--- config.mk ---
export PLATFORM = sky130hd
export DESIGN_NAME = bus_arbiter_flat
export DESIGN_NICKNAME = d
export VERILOG_FILES = /design/src/rtl/bus_arbiter_pkg.sv /design/src/rtl/bus_arbiter_if.sv /design/src/rtl/bus_decoder.sv /design/src/rtl/bus_arbiter.sv /design/src/flat_wrapper.sv
export SDC_FILE = /design/constraint.sdc
export NUM_CORES = 1
export LEC_CHECK = 0
export ABC_AREA = 0
export BUFFER_PORTS_ARGS = -buffer_cell sky130_fd_sc_hd__buf_2
export CORE_AREA = 3 3 145 147
export DETAILED_ROUTE_END_ITERATION = 10
export DIE_AREA = 0 0 148 150
export GPL_ROUTABILITY_DRIVEN = 0
export HOLD_SLACK_MARGIN = 0.1
export PLACE_DENSITY = 0.57
export SETUP_SLACK_MARGIN = 0.2
export SLEW_MARGIN = 0
export SYNTH_ARGS = -nofsm -noshare
export SYNTH_HDL_FRONTEND = slang
export SYNTH_SLANG_ARGS = --single-unit
--- constraint.sdc ---
create_clock -name clk -period 6.5 [get_ports clk]
set_input_delay 1.3 -clock clk [delete_from_list [all_inputs] [get_ports clk]]
set_output_delay 1.3 -clock clk [all_outputs]
set_load 0.1 [all_outputs]
--- src/rtl/bus_arbiter_pkg.sv ---
// Core memory-map constants and shared types for the bus arbiter and its address decoder.
package configure;

    // Address map: every window is half-open [base, top)
    localparam logic [31:0] start_base_addr    = 32'h0000_0000;
    localparam int unsigned bram_depth         = 14;
    localparam logic [31:0] bram_top_addr      = start_base_addr + 32'(2 ** (bram_depth + 2));
    localparam logic [31:0] uart_base_addr     = 32'h0010_0000;
    localparam logic [31:0] uart_top_addr      = 32'h0010_1000;
    localparam logic [31:0] clint_base_address = 32'h0200_0000;
    localparam logic [31:0] clint_top_address  = 32'h0201_0000;
    localparam logic [31:0] plic_base_addr     = 32'h0C00_0000;
    localparam logic [31:0] plic_top_addr      = 32'h1000_0000;

    // Target index doubles as the bit position in slv_valid/slv_ready and the slv_rdata lane
    typedef enum logic [1:0] {
        SLV_BRAM  = 2'd0,
        SLV_UART  = 2'd1,
        SLV_CLINT = 2'd2,
        SLV_PLIC  = 2'd3
    } slv_id_t;

    typedef enum logic [1:0] {
        ST_IDLE,
        ST_ISSUE,
        ST_WAIT,
        ST_ERR
    } arb_state_t;

    typedef enum logic {
        PORT_DATA  = 1'b0,
        PORT_INSTR = 1'b1
    } port_t;

    // Offset form keeps the lower bound free of a compare against a constant zero base
    function automatic logic in_range(input logic [31:0] addr,
                                      input logic [31:0] base,
                                      input logic [31:0] top);
        return (addr - base) < (top - base);
    endfunction

endpackage

--- src/rtl/bus_arbiter_if.sv ---
// Bundle of the fetch port, data port and target-side signals around the bus arbiter.
// slave: the arbiter's view; master: the cores and targets that surround it.
interface bus_arbiter_if;

    logic         imem_valid;
    logic [31:0]  imem_addr;
    logic         imem_ready;
    logic [31:0]  imem_rdata;
    logic         imem_error;

    logic         dmem_valid;
    logic [31:0]  dmem_addr;
    logic [31:0]  dmem_wdata;
    logic [3:0]   dmem_wstrb;
    logic         dmem_ready;
    logic [31:0]  dmem_rdata;
    logic         dmem_error;

    logic [3:0]   slv_valid;
    logic         slv_instr;
    logic [31:0]  slv_addr;
    logic [31:0]  slv_wdata;
    logic [3:0]   slv_wstrb;
    logic [3:0]   slv_ready;
    logic [127:0] slv_rdata;

    modport slave (
        input  imem_valid, imem_addr,
        input  dmem_valid, dmem_addr, dmem_wdata, dmem_wstrb,
        input  slv_ready, slv_rdata,
        output imem_ready, imem_rdata, imem_error,
        output dmem_ready, dmem_rdata, dmem_error,
        output slv_valid, slv_instr, slv_addr, slv_wdata, slv_wstrb
    );

    modport master (
        output imem_valid, imem_addr,
        output dmem_valid, dmem_addr, dmem_wdata, dmem_wstrb,
        output slv_ready, slv_rdata,
        input  imem_ready, imem_rdata, imem_error,
        input  dmem_ready, dmem_rdata, dmem_error,
        input  slv_valid, slv_instr, slv_addr, slv_wdata, slv_wstrb
    );

endinterface

--- src/rtl/bus_decoder.sv ---
// Combinational address decoder: maps a bus address to a target id plus a hit flag.
module bus_decoder
    import configure::*;
(
    input  logic [31:0] i_addr,
    output logic        o_hit,
    output slv_id_t     o_id
);

    // Fixed priority so overlapping windows resolve BRAM > UART > CLINT > PLIC
    always_comb begin
        o_hit = 1'b1;
        o_id  = SLV_BRAM;
        if (in_range(i_addr, start_base_addr, bram_top_addr)) begin
            o_id = SLV_BRAM;
        end else if (in_range(i_addr, uart_base_addr, uart_top_addr)) begin
            o_id = SLV_UART;
        end else if (in_range(i_addr, clint_base_address, clint_top_address)) begin
            o_id = SLV_CLINT;
        end else if (in_range(i_addr, plic_base_addr, plic_top_addr)) begin
            o_id = SLV_PLIC;
        end else begin
            o_hit = 1'b0;
        end
    end

endmodule

--- src/rtl/bus_arbiter.sv ---
// Shares the core memory bus between fetch and data ports, one transaction at a time,
// routing each grant to BRAM/UART/CLINT/PLIC and completing unmapped or hung accesses with an error.
module bus_arbiter
    import configure::*;
#(
    parameter int unsigned TIMEOUT = 255
) (
    input  logic         clk,
    input  logic         rst,
    bus_arbiter_if.slave bus
);

    localparam int unsigned TW = $clog2(TIMEOUT + 1);

    arb_state_t    r_state;
    arb_state_t    w_next_state;
    port_t         r_last;
    port_t         r_port;
    port_t         w_grant;
    slv_id_t       r_sel;
    slv_id_t       w_dec_id;
    logic          w_dec_hit;
    logic          w_req;
    logic [31:0]   w_req_addr;
    logic [TW-1:0] r_timer;
    logic [31:0]   r_addr;
    logic [31:0]   r_wdata;
    logic [3:0]    r_wstrb;
    logic [1:0]    w_sel_idx;
    logic          w_sel_ready;
    logic [31:0]   w_sel_rdata;
    logic          w_done;
    logic          w_err;
    logic [3:0]    w_slv_valid;

    // Round-robin pick: under contention the port that did not win last time is granted
    always_comb begin
        w_req   = bus.imem_valid | bus.dmem_valid;
        w_grant = PORT_DATA;
        if (bus.imem_valid && bus.dmem_valid) begin
            w_grant = (r_last == PORT_INSTR) ? PORT_DATA : PORT_INSTR;
        end else if (bus.imem_valid) begin
            w_grant = PORT_INSTR;
        end
        w_req_addr = (w_grant == PORT_INSTR) ? bus.imem_addr : bus.dmem_addr;
    end

    bus_decoder u_decoder (
        .i_addr (w_req_addr),
        .o_hit  (w_dec_hit),
        .o_id   (w_dec_id)
    );

    assign w_sel_idx   = r_sel;
    assign w_sel_ready = bus.slv_ready[w_sel_idx];
    assign w_sel_rdata = bus.slv_rdata[{w_sel_idx, 5'd0} +: 32];

    // Next-state and completion decode; ready from unselected targets never reaches here
    always_comb begin
        w_next_state = r_state;
        w_done       = 1'b0;
        w_err        = 1'b0;
        w_slv_valid  = '0;
        unique case (r_state)
            ST_IDLE: begin
                if (w_req) begin
                    w_next_state = w_dec_hit ? ST_ISSUE : ST_ERR;
                end
            end
            ST_ISSUE: begin
                w_slv_valid[w_sel_idx] = 1'b1;
                if (w_sel_ready) begin
                    w_done       = 1'b1;
                    w_next_state = ST_IDLE;
                end else begin
                    w_next_state = ST_WAIT;
                end
            end
            ST_WAIT: begin
                if (w_sel_ready) begin
                    w_done       = 1'b1;
                    w_next_state = ST_IDLE;
                end else if (r_timer == TW'(TIMEOUT)) begin
                    w_done       = 1'b1;
                    w_err        = 1'b1;
                    w_next_state = ST_IDLE;
                end
            end
            ST_ERR: begin
                w_done       = 1'b1;
                w_err        = 1'b1;
                w_next_state = ST_IDLE;
            end
            default: w_next_state = ST_IDLE;
        endcase
    end

    // State register
    always_ff @(posedge clk or negedge rst) begin
        if (!rst) begin
            r_state <= ST_IDLE;
        end else begin
            r_state <= w_next_state;
        end
    end

    // Capture the granted request in IDLE; fetches never carry write strobes or data
    always_ff @(posedge clk or negedge rst) begin
        if (!rst) begin
            r_last  <= PORT_INSTR;
            r_port  <= PORT_DATA;
            r_sel   <= SLV_BRAM;
            r_addr  <= '0;
            r_wdata <= '0;
            r_wstrb <= '0;
        end else if (r_state == ST_IDLE && w_req) begin
            r_last  <= w_grant;
            r_port  <= w_grant;
            r_sel   <= w_dec_id;
            r_addr  <= w_req_addr;
            r_wdata <= (w_grant == PORT_INSTR) ? '0 : bus.dmem_wdata;
            r_wstrb <= (w_grant == PORT_INSTR) ? '0 : bus.dmem_wstrb;
        end
    end

    // Wait-cycle counter: cleared while issuing, counts every cycle spent in WAIT
    always_ff @(posedge clk or negedge rst) begin
        if (!rst) begin
            r_timer <= '0;
        end else if (r_state == ST_ISSUE) begin
            r_timer <= '0;
        end else if (r_state == ST_WAIT) begin
            r_timer <= r_timer + 1'b1;
        end
    end

    // Response mux: only the granted port sees ready; error completions return zero data
    always_comb begin
        bus.imem_ready = 1'b0;
        bus.imem_error = 1'b0;
        bus.imem_rdata = '0;
        bus.dmem_ready = 1'b0;
        bus.dmem_error = 1'b0;
        bus.dmem_rdata = '0;
        if (w_done) begin
            if (r_port == PORT_INSTR) begin
                bus.imem_ready = 1'b1;
                bus.imem_error = w_err;
                bus.imem_rdata = w_err ? '0 : w_sel_rdata;
            end else begin
                bus.dmem_ready = 1'b1;
                bus.dmem_error = w_err;
                bus.dmem_rdata = w_err ? '0 : w_sel_rdata;
            end
        end
    end

    assign bus.slv_valid = w_slv_valid;
    assign bus.slv_instr = (r_port == PORT_INSTR);
    assign bus.slv_addr  = r_addr;
    assign bus.slv_wdata = r_wdata;
    assign bus.slv_wstrb = r_wstrb;

endmodule
--- src/flat_wrapper.sv ---
// flat-port wrapper written by rule: the top's interface ports become plain ports
module bus_arbiter_flat import configure::*;
#(
    parameter int unsigned TIMEOUT = 255
)
  (clk, rst, bus_imem_valid, bus_imem_addr, bus_dmem_valid, bus_dmem_addr, bus_dmem_wdata, bus_dmem_wstrb, bus_slv_ready, bus_slv_rdata, bus_imem_ready, bus_imem_rdata, bus_imem_error, bus_dmem_ready, bus_dmem_rdata, bus_dmem_error, bus_slv_valid, bus_slv_instr, bus_slv_addr, bus_slv_wdata, bus_slv_wstrb);
  bus_arbiter_if bus_i ();
  input  logic clk;
  input  logic rst;
  input wire logic [$bits(bus_i.imem_valid)-1:0] bus_imem_valid;
  input wire logic [$bits(bus_i.imem_addr)-1:0] bus_imem_addr;
  input wire logic [$bits(bus_i.dmem_valid)-1:0] bus_dmem_valid;
  input wire logic [$bits(bus_i.dmem_addr)-1:0] bus_dmem_addr;
  input wire logic [$bits(bus_i.dmem_wdata)-1:0] bus_dmem_wdata;
  input wire logic [$bits(bus_i.dmem_wstrb)-1:0] bus_dmem_wstrb;
  input wire logic [$bits(bus_i.slv_ready)-1:0] bus_slv_ready;
  input wire logic [$bits(bus_i.slv_rdata)-1:0] bus_slv_rdata;
  output wire logic [$bits(bus_i.imem_ready)-1:0] bus_imem_ready;
  output wire logic [$bits(bus_i.imem_rdata)-1:0] bus_imem_rdata;
  output wire logic [$bits(bus_i.imem_error)-1:0] bus_imem_error;
  output wire logic [$bits(bus_i.dmem_ready)-1:0] bus_dmem_ready;
  output wire logic [$bits(bus_i.dmem_rdata)-1:0] bus_dmem_rdata;
  output wire logic [$bits(bus_i.dmem_error)-1:0] bus_dmem_error;
  output wire logic [$bits(bus_i.slv_valid)-1:0] bus_slv_valid;
  output wire logic [$bits(bus_i.slv_instr)-1:0] bus_slv_instr;
  output wire logic [$bits(bus_i.slv_addr)-1:0] bus_slv_addr;
  output wire logic [$bits(bus_i.slv_wdata)-1:0] bus_slv_wdata;
  output wire logic [$bits(bus_i.slv_wstrb)-1:0] bus_slv_wstrb;
  assign bus_i.imem_valid = bus_imem_valid;
  assign bus_i.imem_addr = bus_imem_addr;
  assign bus_i.dmem_valid = bus_dmem_valid;
  assign bus_i.dmem_addr = bus_dmem_addr;
  assign bus_i.dmem_wdata = bus_dmem_wdata;
  assign bus_i.dmem_wstrb = bus_dmem_wstrb;
  assign bus_i.slv_ready = bus_slv_ready;
  assign bus_i.slv_rdata = bus_slv_rdata;
  assign bus_imem_ready = bus_i.imem_ready;
  assign bus_imem_rdata = bus_i.imem_rdata;
  assign bus_imem_error = bus_i.imem_error;
  assign bus_dmem_ready = bus_i.dmem_ready;
  assign bus_dmem_rdata = bus_i.dmem_rdata;
  assign bus_dmem_error = bus_i.dmem_error;
  assign bus_slv_valid = bus_i.slv_valid;
  assign bus_slv_instr = bus_i.slv_instr;
  assign bus_slv_addr = bus_i.slv_addr;
  assign bus_slv_wdata = bus_i.slv_wdata;
  assign bus_slv_wstrb = bus_i.slv_wstrb;
  bus_arbiter #(.TIMEOUT(TIMEOUT)) u_core (.clk(clk), .rst(rst), .bus(bus_i));
endmodule
==> flow_metrics.env, run 1 <==
export IMPL_synth_nets=758
export IMPL_row_count=52
export IMPL_cts_resized=0
export IMPL_port_buffers=376
export IMPL_min_period_ns=5.16
export IMPL_ys_seq_area_share_pct=39.2
export IMPL_top_usage_layer="met2"
export IMPL_max_cap_viol_count=0
export IMPL_synth_ff_type="dfrtp_1"
export IMPL_grt_ovfl_total=0
export IMPL_ir_worst_vdd_v=0.000371
export IMPL_synth_compound_area_share_pct=14.1
export IMPL_clkSinkCount=82
export IMPL_clock_root_buffer="clkbuf_16"
export IMPL_rsz0062_at_grt="no"
export IMPL_fillerInstances=2093
export IMPL_post_cts_setup_buffer_count=0
export IMPL_worstPathMaxFanout=33
export IMPL_drc=0
export IMPL_synth_seq_cells=82
export IMPL_wl_per_cell_um=18.1
export IMPL_regArea_um2=2060
export IMPL_multi_input_area_um2=2970
export IMPL_worstSetupStartpointType="input pin"
export IMPL_worst_setup_path_type="in -> out"
export IMPL_synthCells=516
export IMPL_cp_required_ns=5.20
export IMPL_final_common_cell="buf_2"
export IMPL_track_usage_pct=17.6
export IMPL_drive_gt1_share_pct=51.4
export IMPL_status="finished clean"
export IMPL_postRouteAntennaNets=0
export IMPL_io_pins=377
export IMPL_finalHoldViolCount=0
export IMPL_synth_warnings=0
export IMPL_reg2reg_depth=10
export IMPL_placed_cells=1131
export IMPL_holdPathStages=2
export IMPL_synth_area_leader_cell="dfrtp_1"
export IMPL_hold_class="reg -> reg"
export IMPL_tritoncts="yes"
export IMPL_clockBufferDepth=2
export IMPL_synth_cell_types=53
export IMPL_layout_area_overhead_vs_synth_pct=45.9
export IMPL_drv_slew=0
export IMPL_route_final_wire_length_um=20800
export IMPL_drt_iter0_markers=214
export IMPL_final_cell_mix="375 x buf_2, 79 x dfrtp_1, 72 x nor2_1"
export IMPL_fin_setup_tns_ns=0
export IMPL_first_pass_iters=4
export IMPL_core_area_um2=20000
export IMPL_grt_max_degree=66
export IMPL_synth_xor_area_share_pct=0.836
export IMPL_skew_ns=0.00895
export IMPL_die_area_um2=22200
export IMPL_synth_fa_ha_area_share_pct=1.43
export IMPL_start_util_pct=26.1
export IMPL_use_met1_pct=20.7
export IMPL_grt_pass1_wl_um=30000
export IMPL_synth_top_family_by_area="multiplexers"
export IMPL_grt_pass1_vias=5191
export IMPL_final_nets=1114
export IMPL_endpoint_kind="output port"
export IMPL_vias_per_cell=4.65
export IMPL_synth_area_leaders="dfrtp_1 39%, mux4_2 14%, a22o_1 6.4%"
export IMPL_synth_area_um2=5240
export IMPL_async_flop_share_pct=100
export IMPL_pwr_density_cell_nw_per_um2=598
export IMPL_netlist_area_leader_share_pct=38.7
export IMPL_die_w_um=148
export IMPL_min_period_over_period_pct=79.4
export IMPL_use_met2_pct=31.9
export IMPL_worstSkewPairLatency_ns=0.34
export IMPL_numCtsBuffers=9
export IMPL_max_freq_mhz=194
export IMPL_syn_area_per_cell_um2=10.1
export IMPL_tightest_slew_ns=1.15
export IMPL_synth_area_mux_share_pct=20.7
export IMPL_num_vias=5343
export IMPL_dp_hpwl_um=17000
export IMPL_leakagePower_uw=0.00399
export IMPL_crit_arrival_ns=3.86
export IMPL_antenna_found_initial=3
export IMPL_synth_edf_count=0
export IMPL_setup_viol=0
export IMPL_grtUsageMet3_pct=4.54
export IMPL_htree_levels=3
export IMPL_synthSimpleGateAreaFrac_pct=19.2
export IMPL_clk_pin_slew_ns=0.07
export IMPL_maxSlewHeadroom_pct=23.5
export IMPL_cts_hold_buf=0
export IMPL_fin_cells=1149
export IMPL_die_h_um=150
==> final cells by class <==
cell class	instances	share of cell area, %
diodes	2	0.0655
clock buffers	9	2.95
clock inverters	7	1.03
inverters	10	0.491
multi-input cells	386	38.8
flip-flops and latches	82	26.9
well taps	270	4.42
repair buffers	383	25.3
==> sequential cells by signal (all words and copies together) (netlist names) <==
name,flops
u_core.r_sel,2
u_core.bus.slv_wstrb,4
u_core.bus.slv_addr,32
u_core.bus.slv_wdata,32
u_core.r_timer,8
u_core.r_last,1
u_core.bus.slv_instr,1
u_core.r_state,2
==> worst paths after layout <==
| kind | startpoint | endpoint | slack (ns) |
|---|---|---|---|
| min | u_core.bus.slv_addr[31] | u_core.bus.slv_addr[31] | 0.47 |
| min in group asynchronous | rst | u_core.bus.slv_addr[16] | 0.85 |
| max in group asynchronous | rst | u_core.bus.slv_wstrb[0] | 4.57 |
| max | bus_slv_ready[1] | bus_imem_rdata[6] | 1.34 |
| max reg2reg | u_core.r_last | u_core.r_state[1] | 3.54 |
| min reg2reg | u_core.bus.slv_addr[31] | u_core.bus.slv_addr[31] | 0.47 |
==> synthesized netlist by cell type, drive strengths merged, types with 8 or more instances <==
| cell | count |
|---|---|
| mux2i | 32 |
| inv | 10 |
| clkbuf | 22 |
| dfrtp | 81 |
| nor2 | 73 |
| o21ai | 42 |
| nor4 | 8 |
| nand2b | 35 |
| buf | 16 |
| nand2 | 46 |
| mux4 | 33 |
| a22o | 38 |
| a21oi | 8 |
==> per-layer routing <==
metal / part of all wire, % / routed length (µm)
met1: 40 / 8230
met4: 1.2 / 257
met3: 7.8 / 1620
met5: 0.062 / 13
met2: 51 / 10700
==> cell families after synthesis <==
group | after synthesis
AOI/OAI and AO/OA | 108
adders and majority gates | 6
muxes | 67
xor gates and xnor gates | 5
buffers and inverters | 48
DFF | 82
and+or+nand+nor | 200
==> power by group <==
group / switching [µW] / internal [µW] / total, µW / leakage [µW]
clock network: 241 / 275 / 517 / 0.000151
registers: 138 / 740 / 878 / 0.00103
logic: 2610 / 569 / 3180 / 0.00281
==> critical path, cell delays in order <==
cell and delay (ns):
buf_2 0.07, mux4_2 0.31, a21o_1 0.13, o21ai_0 0.07, a21oi_1 0.31, nand2_1 0.67
nor2_1 0.48, buf_2 0.50
==> per-stage QoR <==
step	total power [µW]	util [%]	setup WS, ns	instance area, µm²	hold WS (ns)
floorplan	3510	-	1.52	5240	0.518
detailed placement	4080	36.6	1.39	7330	0.466
finish	4570	38.1	1.34	7640	0.474
global route	4780	38.1	1.22	7640	0.504
global placement	4060	36.6	1.43	7330	0.457
CTS	4610	38.1	1.38	7640	0.481
Note: power is estimated with default switching activity, not from simulation.
==> run 2: changes to the inputs <==
==> constraint.sdc (replaced) <==
create_clock -name clk -period 5.2 [get_ports clk]
set_input_delay 1.04 -clock clk [delete_from_list [all_inputs] [get_ports clk]]
set_output_delay 1.04 -clock clk [all_outputs]
set_load 0.1 [all_outputs]
==> run 2 against run 1 <==
Global-route usage rose by 0.19 points; via count rose by 0.84%; clock power rose by 25%; combinational power rose by 25%; critical path depth rose by 1; largest cell class unchanged; flip-flop and latch count did not move; clock skew rose by 0.0031 ns; cell area rose by 0.43%; highest routed layer unchanged; largest power group unchanged; power rose by 25%; sequential share of layout area fell by 0.11 points; worst hold slack improved by 0.0050 ns.
==> flow_metrics.env, run 2 (same netlist as run 1, synthesis figures left out) <==
export IMPL_holdPathStages=2
export IMPL_htree_levels=3
export IMPL_die_w_um=148
export IMPL_layout_area_overhead_vs_synth_pct=46.6
export IMPL_fillerInstances=2084
export IMPL_r2r_end="u_core.r_state[1]"
export IMPL_core_area_um2=20000
export IMPL_max_cap_viol_count=0
export IMPL_drc=0
export IMPL_rsz0062_at_grt="no"
export IMPL_hold_end="u_core.bus.slv_addr[1]"
export IMPL_die_h_um=150
export IMPL_grt_pass1_wl_um=30300
export IMPL_route_final_wire_length_um=21000
export IMPL_hold_class="reg -> reg"
export IMPL_cp_required_ns=4.16
export IMPL_numCtsBuffers=9
export IMPL_tightest_slew_ns=0.747
export IMPL_seqPwrFrac_pct=19.2
export IMPL_final_nets=1118
export IMPL_start_util_pct=26.1
export IMPL_grt_max_degree=60
export IMPL_intPower_uw=1990
export IMPL_reg2reg_depth=9
export IMPL_maxSlewHeadroom_pct=50.2
export IMPL_p_sw_uw=3750
export IMPL_min_period_ns=4.11
export IMPL_drt_iter0_markers=170
export IMPL_setup_viol=0
export IMPL_clockBufferDepth=2
export IMPL_hold_slack_ns=0.479
export IMPL_post_route_util_pct=38.3
export IMPL_drv_slew=0
export IMPL_vias_per_cell=4.67
export IMPL_final_cell_mix="375 x buf_2, 79 x dfrtp_1, 72 x nor2_1"
export IMPL_crit_arrival_ns=3.07
export IMPL_ir_worst_vdd_v=0.000576
export IMPL_grt_ovfl_total=0
export IMPL_fin_setup_tns_ns=0
export IMPL_skew_ns=0.0121
export IMPL_post_cts_setup_buffer_count=0
export IMPL_drive_gt1_share_pct=51.6
export IMPL_row_count=52
export IMPL_num_vias=5388
export IMPL_worstSetupStartpointType="register"
export IMPL_tritoncts="yes"
export IMPL_leakagePower_uw=0.00401
export IMPL_min_period_over_period_pct=79.1
export IMPL_final_common_cell="buf_2"
export IMPL_finalHoldViolCount=0
export IMPL_status="finished clean"
export IMPL_power_switching_share_pct=65.4
export IMPL_grt_pass1_vias=5194
export IMPL_cts_resized=0
export IMPL_clkSinkCount=82
export IMPL_clk_pin_slew_ns=0.08
export IMPL_max_freq_mhz=243
export IMPL_track_usage_pct=17.7
export IMPL_worst_setup_path_type="reg -> out"
export IMPL_worstSkewPairLatency_ns=0.34
export IMPL_rr_startpoint="u_core.r_last"
export IMPL_pwr_density_cell_nw_per_um2=748
export IMPL_placed_cells=1135
export IMPL_antenna_found_initial=2
export IMPL_port_buffers=376
export IMPL_die_area_um2=22200
export IMPL_cts_hold_buf=0
export IMPL_combPwrFrac_pct=69.5
export IMPL_clock_root_buffer="clkbuf_16"
export IMPL_min_from="u_core.bus.slv_addr[1]"
export IMPL_wl_per_cell_um=18.2
export IMPL_worstPathMaxFanout=33
export IMPL_fin_cells=1153
export IMPL_endpoint_kind="output port"
export IMPL_p_clk_share_pct=11.3
export IMPL_io_pins=377
export IMPL_dp_hpwl_um=17300
export IMPL_postRouteAntennaNets=0
export IMPL_first_pass_iters=4
export IMPL_r2r_slack_ns=2.77
-- run 2: cell types whose count changed in the layout (fill, tap and decap cells not counted) --
cell / before / now
inv_8: 4 / 2
buf_4: 8 / 12
inv_6: 1 / 2
clkinv_8: 1 / 2
-- run 2: worst max-delay path, cell delays in order, from the launching register on --
cell     delay (ns)
dfrtp_1        0.42
ha_1           0.21
nand3_1        0.17
nor3_1         0.44
o21ai_0        0.14
a21oi_1        0.31
nand2_1        0.09
buf_4          0.24
nor2_1         0.24
buf_2          0.48
-- run 2: how the worst max path moves through the flow --
stage | from | to | cells after the start
6_report | u_core.r_timer[0] | bus_imem_rdata[6] | 9
5_1_grt | u_core.r_timer[0] | bus_imem_rdata[6] | 9
3_5_place_dp | bus_slv_ready[1] | bus_imem_rdata[6] | 9
3_3_place_gp | bus_slv_ready[1] | bus_imem_rdata[6] | 9
2_1_floorplan | bus_slv_ready[3] | bus_dmem_error | 4
4_1_cts | u_core.r_timer[0] | bus_imem_rdata[6] | 9
-- run 2: area by class of cell --
type                    count  area (µm²)  share of cell area (%)
diodes                      2        5.00                  0.0652
well taps                 270         338                    4.40
multi-input cells         386        2970                    38.6
flip-flops and latches     82        2060                    26.8
clock buffers               9         225                    2.93
inverters                  10        37.5                   0.489
clock inverters             7        81.3                    1.06
repair buffers            387        1970                    25.6
-- run 2: power by group through the flow --
| stage | Combinational (µW) | Sequential (µW) | Clock (µW) |
|---|---|---|---|
| after CTS | 4020 | 1100 | 667 |
| after global placement | 3990 | 1100 | 0 |
| after floorplan | 1580 | 2810 | 0 |
| after detailed placement | 4030 | 1100 | 0 |
| after global routing | 4170 | 1140 | 694 |
| final | 3990 | 1100 | 648 |
-- run 2: through the flow --
step	setup slack, ns	instance area (µm²)	total power (µW)
finish	1.09	7670	5740
global route	0.837	7670	6010
CTS	1.06	7670	5790
detailed placement	1.14	7360	5130
global placement	1.19	7360	5100
floorplan	0.737	5240	4390
-- run 2: layer usage --
| layer | track usage, % | vias up | routed length (µm) |
|---|---|---|---|
| met5 | 0 | - | 13 |
| met4 | 3.70 | 2 | 183 |
| met3 | 4.88 | 15 | 1750 |
| met2 | 31.7 | 254 | 10900 |
| met1 | 21.5 | 2513 | 8090 |
| li1 | - | 2604 | - |
==> run 3: changes to the inputs <==
--- a/config.mk
+++ b/config.mk
@@ -12,7 +12,7 @@
 export DIE_AREA = 0 0 148 150
 export GPL_ROUTABILITY_DRIVEN = 0
 export HOLD_SLACK_MARGIN = 0.1
-export PLACE_DENSITY = 0.57
+export PLACE_DENSITY = 0.59
 export SETUP_SLACK_MARGIN = 0.2
 export SLEW_MARGIN = 0
 export SYNTH_ARGS = -nofsm -noshare
==> constraint.sdc (replaced) <==
create_clock -name clk -period 3.4 [get_ports clk]
set_input_delay 0.68 -clock clk [delete_from_list [all_inputs] [get_ports clk]]
set_output_delay 0.68 -clock clk [all_outputs]
set_load 0.1 [all_outputs]
==> run 3 against run 2 <==
Non-clock buffer count increased by 2; first-iteration DRC count decreased by 0.59%; critical path depth decreased by 1; wire length decreased by 0.32%; cell count about the same; power increased by 62%; die area unchanged; worst hold slack got worse by 0.13 ns.
==> flow_metrics.env, run 3 (same netlist as run 1, synthesis figures left out) <==
export IMPL_final_nets=1120
export IMPL_grt_pass1_vias=5416
export IMPL_leakagePower_uw=0.00422
export IMPL_antenna_found_initial=5
export IMPL_rr_startpoint="u_core.r_last"
export IMPL_htree_levels=3
export IMPL_fillerInstances=1969
export IMPL_core_area_um2=20000
export IMPL_numCtsBuffers=9
export IMPL_status="finished clean"
export IMPL_clk_pin_slew_ns=0.07
export IMPL_maxSlewHeadroom_pct=60.5
export IMPL_grt_ovfl_total=0
export IMPL_hold_class="in -> async"
export IMPL_cpMaxStageDelayCell="mux4_2"
export IMPL_setup_viol=0
export IMPL_r2r_end="u_core.r_state[1]"
export IMPL_worstSetupStartpointType="register"
export IMPL_reg2reg_depth=9
export IMPL_skew_ns=0.00623
export IMPL_worstPathMaxFanout=34
export IMPL_grt_pass1_wl_um=30400
export IMPL_min_period_ns=3.00
export IMPL_ir_worst_vdd_v=0.000725
export IMPL_num_vias=5472
export IMPL_p_clk_share_pct=9.8
export IMPL_die_h_um=150
export IMPL_clockBufferDepth=2
export IMPL_p_sw_uw=5780
export IMPL_io_pins=377
export IMPL_min_period_over_period_pct=88.2
export IMPL_fin_cells=1154
export IMPL_post_cts_setup_buffer_count=0
export IMPL_rsz0062_at_grt="no"
export IMPL_max_cap_viol_count=0
export IMPL_stdcell_area_um2=8780
export IMPL_placed_cells=1137
export IMPL_cp_common_cell="buf_12"
export IMPL_drv_slew=0
export IMPL_port_buffers=376
export IMPL_cp_required_ns=2.72
export IMPL_final_common_cell="buf_2"
export IMPL_die_w_um=148
export IMPL_finalHoldViolCount=0
export IMPL_max_stage_delay_ns=0.58
export IMPL_postRouteAntennaNets=0
export IMPL_row_count=52
export IMPL_intPower_uw=3490
export IMPL_post_route_util_pct=43.8
export IMPL_track_usage_pct=17.7
export IMPL_pwr_density_cell_nw_per_um2=1060
export IMPL_r2r_slack_ns=0.95
export IMPL_drive_gt1_share_pct=53.5
export IMPL_dpl_cell_area_um2=8470
export IMPL_path_delay_family="multiplexers"
export IMPL_worstSkewPairLatency_ns=0.33
export IMPL_worst_setup_path_type="reg -> out"
export IMPL_clkSinkCount=82
export IMPL_final_cell_mix="307 x buf_2, 79 x dfrtp_1, 72 x buf_12"
export IMPL_tightest_slew_ns=0.585
export IMPL_die_area_um2=22200
export IMPL_power_switching_share_pct=62.3
export IMPL_cp_num_buf_inv=2
export IMPL_route_final_wire_length_um=20900
export IMPL_combPwrFrac_pct=72.2
export IMPL_max_freq_mhz=334
export IMPL_drc=0
export IMPL_vias_per_cell=4.74
export IMPL_first_pass_iters=4
export IMPL_dp_hpwl_um=17300
export IMPL_endpoint_kind="output port"
export IMPL_crit_arrival_ns=2.32
export IMPL_seqPwrFrac_pct=18.0
export IMPL_layout_area_overhead_vs_synth_pct=67.7
export IMPL_path_cells="mux4_2 > a21o_1 > o21ai_0 > a21oi_2 > nand2b_1 > buf_12 > nor2_1 > buf_12"
export IMPL_clock_root_buffer="clkbuf_16"
export IMPL_fin_setup_tns_ns=0
export IMPL_grt_max_degree=57
export IMPL_drt_iter0_markers=169
export IMPL_wl_per_cell_um=18.1
export IMPL_start_util_pct=26.1
export IMPL_tritoncts="yes"
export IMPL_hold_slack_ns=0.349
-- run 3: cell count changes in the layout (fill, tap and decap cells not counted), sizes merged --
cell and delta:
buf +2, clkinvlp +2, diode -1, inv -2
-- run 3: cell type report --
cell class	instances	area, µm²	share of cell area [%]
clock buffers	9	225	2.56
clock inverters	7	51.3	0.584
well taps	270	338	3.85
flip-flops and latches	82	2060	23.4
multi-input cells	386	3020	34.4
diodes	1	2.50	0.0285
inverters	10	37.5	0.427
repair buffers	389	3050	34.8
-- run 3: power groups by stage --
stage	Clock (µW)	Sequential, µW	Combinational, µW
finish	909	1670	6700
global route	990	1730	6970
CTS	943	1670	6730
detailed placement	0	1670	6730
global placement	0	1680	6690
floorplan	0	4300	2420
-- run 3: worst max path at each step --
stage                       from                 end  depth (start not counted)
2_1_floorplan  u_core.r_timer[0]  bus_dmem_rdata[10]                          9
3_3_place_gp    bus_slv_ready[3]   bus_dmem_rdata[2]                          9
3_5_place_dp    bus_slv_ready[3]   bus_dmem_rdata[7]                          9
4_1_cts        u_core.r_timer[0]   bus_dmem_rdata[7]                          9
5_1_grt        u_core.r_timer[0]   bus_dmem_rdata[4]                          9
6_report         u_core.r_sel[0]   bus_dmem_rdata[4]                          8
-- run 3: worst reg2reg max path: stages, from the launching register on --
cell and delay (ns):
dfstp_2 0.56, a21bo_2 0.15, mux2i_1 0.29, ha_1 0.31, nand2_1 0.10, nor4_1 0.06
or3_1 0.30, a32oi_1 0.27, o21ai_0 0.17, o211ai_1 0.17
-- run 3: per-layer routing --
layer  up-vias  wire, µm  GRT usage (%)
met3        31      1690           4.66
met1      2562      7950           20.5
li1       2602         -              -
met2       271     10800           31.7
met5         -        40              0
met4         6       446           5.68
-- run 3: metrics by stage --
step	power [µW]	setup WS, ns
floorplan	6720	-0.255
global placement	8370	0.401
detailed placement	8410	0.391
CTS	9340	0.243
global route	9690	0.223
finish	9270	0.403
-- run 3: timing repair --
| action | in CTS | in global routing |
|---|---|---|
| setup endpoints to repair | 65 | 65 |
| pin swaps | 1 | 1 |
| hold buffers | 0 | 0 |
| endpoints found under the hold margin | 0 | 0 |
| gates resized for setup | 1 | 8 |
